## src/rtl/mem_bus_arbiter_if.sv

```systemverilog
// Bus bundle between the pipeline core (ibus/dbus), the arbiter and the
// shared memory port (cbus).
//
// Handshake: a requester raises x_valid with stable request fields and keeps
// them until x_data_ok. The arbiter presents c_valid with stable fields until
// the memory side returns c_ready; that cycle is the single completing beat.
// x_addr_ok and x_data_ok pulse together for exactly that one cycle.
interface mem_bus_arbiter_if;
    // instruction-fetch port
    logic        i_valid;
    logic [63:0] i_addr;
    logic        i_addr_ok;
    logic        i_data_ok;
    logic [31:0] i_data;
    // data-access port
    logic        d_valid;
    logic [63:0] d_addr;
    logic [2:0]  d_size;
    logic [7:0]  d_strobe;
    logic [63:0] d_wdata;
    logic        d_addr_ok;
    logic        d_data_ok;
    logic [63:0] d_rdata;
    // shared memory port
    logic        c_valid;
    logic        c_is_write;
    logic [2:0]  c_size;
    logic [63:0] c_addr;
    logic [7:0]  c_strobe;
    logic [63:0] c_wdata;
    logic        c_ready;
    logic        c_last;
    logic [63:0] c_rdata;

    // arbiter view
    modport slave (
        input  i_valid, i_addr,
        output i_addr_ok, i_data_ok, i_data,
        input  d_valid, d_addr, d_size, d_strobe, d_wdata,
        output d_addr_ok, d_data_ok, d_rdata,
        output c_valid, c_is_write, c_size, c_addr, c_strobe, c_wdata,
        input  c_ready, c_last, c_rdata
    );

    // core + memory view
    modport master (
        output i_valid, i_addr,
        input  i_addr_ok, i_data_ok, i_data,
        output d_valid, d_addr, d_size, d_strobe, d_wdata,
        input  d_addr_ok, d_data_ok, d_rdata,
        input  c_valid, c_is_write, c_size, c_addr, c_strobe, c_wdata,
        output c_ready, c_last, c_rdata
    );
endinterface

```

## src/rtl/mem_bus_arbiter.sv

```systemverilog
// Two-requester arbiter merging ibus and dbus onto one single-beat cbus.
// One transaction is outstanding at a time; the winner's request is
// registered so cbus fields never depend combinationally on the core.
// A sticky watchdog flags a transaction that stays busy too long.
module mem_bus_arbiter #(
    parameter bit D_PRIORITY = 1'b1,
    parameter int TIMEOUT    = 1024,
    parameter int CNT_W      = 16
) (
    input  logic               clk,
    input  logic               reset,
    mem_bus_arbiter_if.slave   bus,
    output logic               err_timeout,
    output logic [1:0]         o_dbg_state,
    output logic               o_dbg_no_last
);

    typedef enum logic [1:0] {
        ST_IDLE   = 2'd0,
        ST_BUSY_I = 2'd1,
        ST_BUSY_D = 2'd2
    } state_t;

    localparam logic [CNT_W-1:0] TO_VAL = CNT_W'(TIMEOUT);

    state_t            r_state;
    state_t            w_state_nxt;
    logic              w_grant_i;
    logic              w_grant_d;
    logic              w_busy;
    logic              w_done_i;
    logic              w_done_d;

    logic              r_c_valid;
    logic              r_c_is_write;
    logic [2:0]        r_c_size;
    logic [63:0]       r_c_addr;
    logic [7:0]        r_c_strobe;
    logic [63:0]       r_c_wdata;
    logic              r_i_hi;

    logic [CNT_W-1:0]  r_wd_cnt;
    logic [CNT_W-1:0]  w_wd_inc;
    logic              r_err;

    // State register; reset drops any in-flight transaction at once.
    always_ff @(posedge clk or posedge reset) begin
        if (reset) begin
            r_state <= ST_IDLE;
        end else begin
            r_state <= w_state_nxt;
        end
    end

    // Arbitration in IDLE and completion on c_ready while busy.
    always_comb begin
        w_state_nxt = r_state;
        w_grant_i   = 1'b0;
        w_grant_d   = 1'b0;
        case (r_state)
            ST_IDLE: begin
                if (bus.d_valid && (!bus.i_valid || D_PRIORITY)) begin
                    w_state_nxt = ST_BUSY_D;
                    w_grant_d   = 1'b1;
                end else if (bus.i_valid) begin
                    w_state_nxt = ST_BUSY_I;
                    w_grant_i   = 1'b1;
                end
            end
            ST_BUSY_I, ST_BUSY_D: begin
                // c_last is not consulted: every transaction is one beat.
                if (bus.c_ready) begin
                    w_state_nxt = ST_IDLE;
                end
            end
            default: begin
                w_state_nxt = ST_IDLE;
            end
        endcase
    end

    assign w_busy   = (r_state != ST_IDLE);
    assign w_done_i = (r_state == ST_BUSY_I) && bus.c_ready;
    assign w_done_d = (r_state == ST_BUSY_D) && bus.c_ready;

    // Latch the winning request on the grant edge; clear c_valid on completion.
    always_ff @(posedge clk or posedge reset) begin
        if (reset) begin
            r_c_valid    <= 1'b0;
            r_c_is_write <= 1'b0;
            r_c_size     <= 3'd0;
            r_c_addr     <= 64'd0;
            r_c_strobe   <= 8'd0;
            r_c_wdata    <= 64'd0;
            r_i_hi       <= 1'b0;
        end else if (w_grant_d) begin
            r_c_valid    <= 1'b1;
            r_c_is_write <= |bus.d_strobe;
            r_c_size     <= bus.d_size;
            r_c_addr     <= bus.d_addr;
            r_c_strobe   <= bus.d_strobe;
            r_c_wdata    <= bus.d_wdata;
        end else if (w_grant_i) begin
            // instruction fetch is always a 4-byte read
            r_c_valid    <= 1'b1;
            r_c_is_write <= 1'b0;
            r_c_size     <= 3'd2;
            r_c_addr     <= bus.i_addr;
            r_c_strobe   <= 8'd0;
            r_c_wdata    <= 64'd0;
            r_i_hi       <= bus.i_addr[2];
        end else if (w_done_i || w_done_d) begin
            r_c_valid    <= 1'b0;
        end
    end

    assign w_wd_inc = (r_wd_cnt == {CNT_W{1'b1}}) ? r_wd_cnt : r_wd_cnt + CNT_W'(1);

    // Watchdog counter: cleared on entry to busy, counts busy cycles without c_ready.
    always_ff @(posedge clk or posedge reset) begin
        if (reset) begin
            r_wd_cnt <= '0;
        end else if (w_grant_i || w_grant_d) begin
            r_wd_cnt <= '0;
        end else if (w_busy && !bus.c_ready) begin
            r_wd_cnt <= w_wd_inc;
        end
    end

    // Sticky error: set on the same edge the counter reaches TIMEOUT.
    always_ff @(posedge clk or posedge reset) begin
        if (reset) begin
            r_err <= 1'b0;
        end else if ((TIMEOUT != 0) && w_busy && !bus.c_ready && (w_wd_inc == TO_VAL)) begin
            r_err <= 1'b1;
        end
    end

    assign bus.c_valid    = r_c_valid;
    assign bus.c_is_write = r_c_is_write;
    assign bus.c_size     = r_c_size;
    assign bus.c_addr     = r_c_addr;
    assign bus.c_strobe   = r_c_strobe;
    assign bus.c_wdata    = r_c_wdata;

    // Response routing; data is forced to zero outside the completing cycle.
    assign bus.i_addr_ok  = w_done_i;
    assign bus.i_data_ok  = w_done_i;
    assign bus.i_data     = w_done_i ? (r_i_hi ? bus.c_rdata[63:32] : bus.c_rdata[31:0]) : 32'd0;
    assign bus.d_addr_ok  = w_done_d;
    assign bus.d_data_ok  = w_done_d;
    assign bus.d_rdata    = w_done_d ? bus.c_rdata : 64'd0;

    assign err_timeout    = r_err;
    assign o_dbg_state    = r_state;
    // flags a completing beat that arrived without c_last
    assign o_dbg_no_last  = (w_done_i || w_done_d) && !bus.c_last;

endmodule

```

## src/flat_wrapper.sv

```systemverilog
// flat-port wrapper written by rule: the top's interface ports become plain ports
module mem_bus_arbiter_flat 
#(
    parameter bit D_PRIORITY = 1'b1,
    parameter int TIMEOUT    = 1024,
    parameter int CNT_W      = 16
)
  (clk, reset, err_timeout, o_dbg_state, o_dbg_no_last, bus_i_valid, bus_i_addr, bus_i_addr_ok, bus_i_data_ok, bus_i_data, bus_d_valid, bus_d_addr, bus_d_size, bus_d_strobe, bus_d_wdata, bus_d_addr_ok, bus_d_data_ok, bus_d_rdata, bus_c_valid, bus_c_is_write, bus_c_size, bus_c_addr, bus_c_strobe, bus_c_wdata, bus_c_ready, bus_c_last, bus_c_rdata);
  mem_bus_arbiter_if bus_i ();
  input  logic clk;
  input  logic reset;
  output logic err_timeout;
  output logic [1:0] o_dbg_state;
  output logic o_dbg_no_last;
  input wire logic [$bits(bus_i.i_valid)-1:0] bus_i_valid;
  input wire logic [$bits(bus_i.i_addr)-1:0] bus_i_addr;
  output wire logic [$bits(bus_i.i_addr_ok)-1:0] bus_i_addr_ok;
  output wire logic [$bits(bus_i.i_data_ok)-1:0] bus_i_data_ok;
  output wire logic [$bits(bus_i.i_data)-1:0] bus_i_data;
  input wire logic [$bits(bus_i.d_valid)-1:0] bus_d_valid;
  input wire logic [$bits(bus_i.d_addr)-1:0] bus_d_addr;
  input wire logic [$bits(bus_i.d_size)-1:0] bus_d_size;
  input wire logic [$bits(bus_i.d_strobe)-1:0] bus_d_strobe;
  input wire logic [$bits(bus_i.d_wdata)-1:0] bus_d_wdata;
  output wire logic [$bits(bus_i.d_addr_ok)-1:0] bus_d_addr_ok;
  output wire logic [$bits(bus_i.d_data_ok)-1:0] bus_d_data_ok;
  output wire logic [$bits(bus_i.d_rdata)-1:0] bus_d_rdata;
  output wire logic [$bits(bus_i.c_valid)-1:0] bus_c_valid;
  output wire logic [$bits(bus_i.c_is_write)-1:0] bus_c_is_write;
  output wire logic [$bits(bus_i.c_size)-1:0] bus_c_size;
  output wire logic [$bits(bus_i.c_addr)-1:0] bus_c_addr;
  output wire logic [$bits(bus_i.c_strobe)-1:0] bus_c_strobe;
  output wire logic [$bits(bus_i.c_wdata)-1:0] bus_c_wdata;
  input wire logic [$bits(bus_i.c_ready)-1:0] bus_c_ready;
  input wire logic [$bits(bus_i.c_last)-1:0] bus_c_last;
  input wire logic [$bits(bus_i.c_rdata)-1:0] bus_c_rdata;
  assign bus_i.i_valid = bus_i_valid;
  assign bus_i.i_addr = bus_i_addr;
  assign bus_i_addr_ok = bus_i.i_addr_ok;
  assign bus_i_data_ok = bus_i.i_data_ok;
  assign bus_i_data = bus_i.i_data;
  assign bus_i.d_valid = bus_d_valid;
  assign bus_i.d_addr = bus_d_addr;
  assign bus_i.d_size = bus_d_size;
  assign bus_i.d_strobe = bus_d_strobe;
  assign bus_i.d_wdata = bus_d_wdata;
  assign bus_d_addr_ok = bus_i.d_addr_ok;
  assign bus_d_data_ok = bus_i.d_data_ok;
  assign bus_d_rdata = bus_i.d_rdata;
  assign bus_c_valid = bus_i.c_valid;
  assign bus_c_is_write = bus_i.c_is_write;
  assign bus_c_size = bus_i.c_size;
  assign bus_c_addr = bus_i.c_addr;
  assign bus_c_strobe = bus_i.c_strobe;
  assign bus_c_wdata = bus_i.c_wdata;
  assign bus_i.c_ready = bus_c_ready;
  assign bus_i.c_last = bus_c_last;
  assign bus_i.c_rdata = bus_c_rdata;
  mem_bus_arbiter #(.D_PRIORITY(D_PRIORITY), .TIMEOUT(TIMEOUT), .CNT_W(CNT_W)) u_core (.clk(clk), .reset(reset), .bus(bus_i), .err_timeout(err_timeout), .o_dbg_state(o_dbg_state), .o_dbg_no_last(o_dbg_no_last));
endmodule
```

## config.mk

```make
export PLATFORM = sky130hd
export DESIGN_NAME = mem_bus_arbiter_flat
export DESIGN_NICKNAME = d
export VERILOG_FILES = /design/src/rtl/mem_bus_arbiter_if.sv /design/src/rtl/mem_bus_arbiter.sv /design/src/flat_wrapper.sv
export SDC_FILE = /design/constraint.sdc
export NUM_CORES = 1
export LEC_CHECK = 0
export ABC_AREA = 1
export CORE_AREA = 10 10 195 197
export DETAILED_ROUTE_END_ITERATION = 10
export DIE_AREA = 0 0 205 207
export DONT_BUFFER_PORTS = 1
export GPL_ROUTABILITY_DRIVEN = 0
export PLACE_DENSITY = 0.39
export SLEW_MARGIN = 20
export SYNTH_ARGS = -nofsm -noshare
export SYNTH_HDL_FRONTEND = slang
export SYNTH_SLANG_ARGS = --single-unit
```

## constraint.sdc

```tcl
create_clock -name clk -period 16.56 [get_ports clk]
set_input_delay 3.312 -clock clk [delete_from_list [all_inputs] [get_ports clk]]
set_output_delay 3.312 -clock clk [all_outputs]
set_load 0.05 [all_outputs]
```

After elaboration in Yosys (flattened, before gate mapping)
Index checks and enable logic that the tools add are counted.

Register bits: 161. Output and inout bits: 245.

Add/subtract/negate cells: 1. Eq/ne operators: 6. Multiplexer cells: 28. Bitwise operators: 1. Reduce and logical (&&, ||, !) cells: 18.

Operator list (number): 64-bit 2-to-1 mux (5); 32-bit 2-to-1 mux (2); 16-bit 2-to-1 mux (3); 16-bit by 1-bit adder with 16-bit output (second input constant) (1); 16-bit by 11-bit equality test with 1-bit output (second input constant) (1); 16-bit equality test (second input constant) (1); 8-bit 2-to-1 mux (2); 1-bit 2-to-1 mux (10); 8-bit OR reduction (1); 2-bit 2-to-1 mux (3); 3-bit 2-to-1 mux (2); 2-bit nonzero test (3); 1-bit logical AND (5); 2-bit case mux with 2 select lines (1); 2-bit AND reduction (2); 3-bit inequality test (second input constant) (1); 3-bit nonzero test (1); 2-bit by 1-bit equality test with 1-bit output (second input constant) (1); 2-bit equality test (second input constant) (1); 1-bit logical NOT (2); 2-bit logical NOT (1); 1-bit logical OR (2); 2-bit inequality test (second input constant) (1); 2-bit OR reduction (1); 1-bit inverter (1).

Depth between registers and ports, before layout
Depth after elaboration: 6. Depth in mapped cells: 12. Gate-level depth less buffers: 12.

Least setup slack after synthesis
Ideal clock, no wire load.

Path kind: in2out. Start: input bus_c_ready. End: output bus_i_data[22]. Arrival: 5.075 ns. Required time: 13.248 ns. Path slack: 8.173 ns. Cell stages on the path: 5. Cell sequence: nand2_1 > inv_1 > clkbuf_1 > o21ai_0 > a21oi_1.

Cells in the longest elaborated chain, start to end: 2.

RTL lines: start, declared (RTL line flat_wrapper.sv:34) `input wire logic [$bits(bus_i.c_ready)-1:0] bus_c_ready;`; 1-bit logical AND (RTL line mem_bus_arbiter.sv:83) `assign w_done_i = (r_state == ST_BUSY_I) && bus.c_ready;`; net bus_i_addr_ok (RTL line flat_wrapper.sv:17) `output wire logic [$bits(bus_i.i_addr_ok)-1:0] bus_i_addr_ok;`; 32-bit 2-to-1 mux (RTL line mem_bus_arbiter.sv:149) `assign bus.i_data = w_done_i ? (r_i_hi ? bus.c_rdata[63:32] : bus.c_rdata[31:0]) : 32'd0;`; end, declared (RTL line flat_wrapper.sv:19) `output wire logic [$bits(bus_i.i_data)-1:0] bus_i_data;`.

The timed path passes the listed nets, and every way through them passes these cells.

Worst setup path after layout
Start: input bus_c_ready. End: output bus_i_data[27].

Same word-level chain as after synthesis.

==> results by group <==
Outcome
  • Status: finished clean

Floorplan
  • IO Pins: 518
  • Starting Density: a little under a quarter
  • Core footprint: 0.0341 mm2
  • Die Y: slightly above 200 um
  • Full die area: between 0.04 and 0.05 mm2
  • Chip width: 205 um
  • FP Rows: 68

Worst setup path
  • Worst r2r dst: u_core.bus.c_wdata[16]
  • Setup crit end: bus_i_data[27]
  • Depth of the worst register-to-register path: 8
  • Setup CP Type: in -> out
  • Type of origin of the critical path: primary input
  • Crit. End Element: primary output
  • Critical Path Start: bus_c_ready
  • Worst EP arrival: between 5 and 6 ns
  • WP data required: 13.25 ns
  • FF-to-FF setup slack: 12.56 ns
  • R2R Path Start: u_core.o_dbg_state[0]
  • Max Fanout on Critical Path: 34

Global route
  • First-pass GRT wire length: a little under 50000 um
  • Vias in the first global route: 6971
  • Largest net degree at the start of global routing: 206
  • Initial antenna violation count: 1
  • Global route overflow: 0
  • All-layer global routing usage: 15.1%

Timing
  • Setup ws final: 8.06 ns
  • Unrepaired setup endpoints after global routing: false
  • Final Setup Violations: 0
  • Final Cycle Share: about half
  • Clock skew: 0.00858 ns
  • Fin crit period: 8.50 ns
  • Slew margin rel.: 16.5%
  • TNS Setup: 0 ns
  • Peak Freq: 0.118 GHz
  • Slew @ Worst Pin: 1.25 ns
  • Final Hold Fails: 0
  • Final max-slew violation count: 0

Cells and area
  • Most common cell after layout, fill and taps aside: nor2_1
  • Area delta synth->final: 12.3%
  • Nets: between 1k and 1.5k
  • Layout fillers: 3669
  • Inserted Diodes: 0
  • Commonest cells after routing, fill and taps aside: nor2_1 (215), dfrtp_1 (160), nand2_1 (128)
  • Layout cells sized above 1: 6.52%

Run
  • Max Cap Viol: 0

Min path
  • Worst hold stages: 2
  • Worst hold path type: reg -> reg

Yosys
  • Cell taking the most area after synthesis: dfrtp_1
  • Mapped Area: 0.00795 mm2
  • Post-synth top area share: 50.7%
  • Seq cells post-synth: 161
  • Avg Cell Area, Syn: 8.29 um2
  • Post-synthesis sequential area ratio: 50.7%
  • Xor and xnor area share after synthesis: 0.551%
  • Ys Warns: 0
  • Post-synth net total: 1236
  • Synth async-reset ratio: 100%
  • Synth cell types: 28
  • Post-synth EDFFs: 0
  • Post-synthesis adder-cell area fraction: less than 1%
  • Synth area leaders: dfrtp_1 (51%), nor2_1 (10%), a22o_1 (7.4%), nand2_1 (6.1%), o31ai_1 (5.9%)
  • Simple-Gate Fraction of Synth Area: 19.6%
  • Multiplexer area fraction after synthesis: 0%
  • Largest family of logic cells by synthesized area: compound AO/OA/AOI/OAI gates
  • Synth Area in Compound Gates: 19.9%
  • Post-synthesis cell count: 959
  • Ys flop type: dfrtp_1

Clocking
  • H-Tree Depth: 4
  • CTS tree: yes
  • Clock Latency Late Sink: approximately 0.44 ns
  • Longest Clk Path Bufs: 2
  • CTS Hold Bufs: 0
  • CTS root buf: clkbuf_16
  • Count of clock tree sinks: 161
  • Clock buffer count from CTS: 17
  • CTS resizes: 0
  • Post-CTS Repair Setup Buffers: 0
  • CTS clock-pin slew for the worst setup and hold paths: 0.06 ns

Routing
  • Post-detailed-route count of antenna-violating nets: 0
  • Overall via count from detail_route: approximately 6.6k
  • Drt first pass iters: 5
  • Routed wire length: 33300 um
  • DR DRC count: 0
  • First DRT Iteration DRCs: 476
  • WL/cell: 23.9 um
  • Vias per std cell: 4.73

Power
  • Register share of total power: 59.5%
  • P_leak: 0.00424 uW
  • Power Internal: 958 uW
  • Comb pwr share: 23.4%
  • Switch share: 59.0%
  • Max IR drop VDD: 0.110 mV
  • Pwr per Cell Area: between 200 and 300 mW/mm2
  • Switch Pwr: approximately 1400 uW
  • Clk pwr share: 17.1%

Place
  • I/O Buffers: 0
  • Dpl ws: 8.05 ns
  • Hpwl dp: 25800 um
## critical path, stage by stage
cell and delay, ns:
nand2_1 0.08, inv_2 0.67, o21ai_0 0.20, a21oi_1 0.88
## area by class of cell
class,count,area (um2),area share (%)
clock inverters,10,138,1.54
multi-input cells,625,3240,36.3
well taps,455,569,6.38
inverters,109,417,4.67
flip-flops and latches,161,4030,45.2
clock buffers,21,440,4.93
repair buffers,10,87.6,0.981
## sequential cells by signal, indices dropped and copies added, names as in the netlist
| register | cells |
|---|---|
| u_core.r_i_hi | 1 |
| u_core.bus.c_is_write | 1 |
| u_core.err_timeout | 1 |
| u_core.o_dbg_state | 2 |
| u_core.bus.c_wdata | 64 |
| u_core.bus.c_strobe | 8 |
| u_core.bus.c_valid | 1 |
| u_core.r_wd_cnt | 16 |
| u_core.bus.c_size | 3 |
| u_core.bus.c_addr | 64 |
## metrics by stage
step	hold slack [ns]	instances	utilization (%)	instance area [um2]	power (uW)
final	0.593	1391	26.2	8930	2340
after global routing	0.620	1391	26.2	8930	2470
after CTS	0.597	1391	26.1	8920	2370
after detailed placement	0.580	1360	24.5	8340	1960
after global placement	0.567	1360	24.5	8340	1970
after floorplan	0.513	959	-	7950	1780
## cells in the mapped netlist (3+ instances only)
library cell and number:
inv_1 108, nand2_2 5, o22ai_1 5, nand4_1 7, buf_1 5, nor2_4 3
nand3_2 3, xor2_1 5, o31ai_1 63, dfrtp_1 161, a22o_1 67, o21ai_0 54
nand2_1 129, nor2_2 5, ha_1 4, nor2_1 215, clkbuf_1 32, a21oi_1 36
nand3_1 17, buf_2 25
## logic make-up (layout without fill, tap and decap cells)
family,Yosys count,in the layout
xor+xnor,5,5
buf+inv,173,150
fa+ha+maj,4,4
compound gates,230,230
flops,161,161
simple gates,386,386
## power by group through the flow
| stage | sequential, uW | clock, uW | combinational (uW) |
|---|---|---|---|
| floorplan | 1290 | 0 | 485 |
| global placement | 1420 | 0 | 547 |
| detailed placement | 1410 | 0 | 558 |
| CTS | 1400 | 414 | 553 |
| global route | 1420 | 432 | 616 |
| finish | 1390 | 400 | 546 |
## per-layer routing
layer | part of all wire [%] | wire length [um] | vias to the layer above | GRT usage (%)
met3 | 12 | 3960 | 32 | 7.48
met1 | 35 | 11500 | 3106 | 14.9
met4 | 1.9 | 619 | 0 | 4.45
met2 | 52 | 17200 | 367 | 27.1
li1 | - | - | 3077 | -
met5 | 0 | 0 | - | 0
## worst min path at each step
stage / start / endpoint / slack (ns)
global placement: u_core.r_wd_cnt[1] / u_core.r_wd_cnt[1] / 0.57
detailed placement: u_core.r_wd_cnt[5] / u_core.r_wd_cnt[5] / 0.58
floorplan: u_core.r_wd_cnt[5] / u_core.r_wd_cnt[5] / 0.51
finish: u_core.r_wd_cnt[5] / u_core.r_wd_cnt[5] / 0.59
CTS: u_core.r_wd_cnt[1] / u_core.r_wd_cnt[1] / 0.60
global route: u_core.r_wd_cnt[1] / u_core.r_wd_cnt[1] / 0.62
Note: power is estimated with default switching activity, not from simulation.
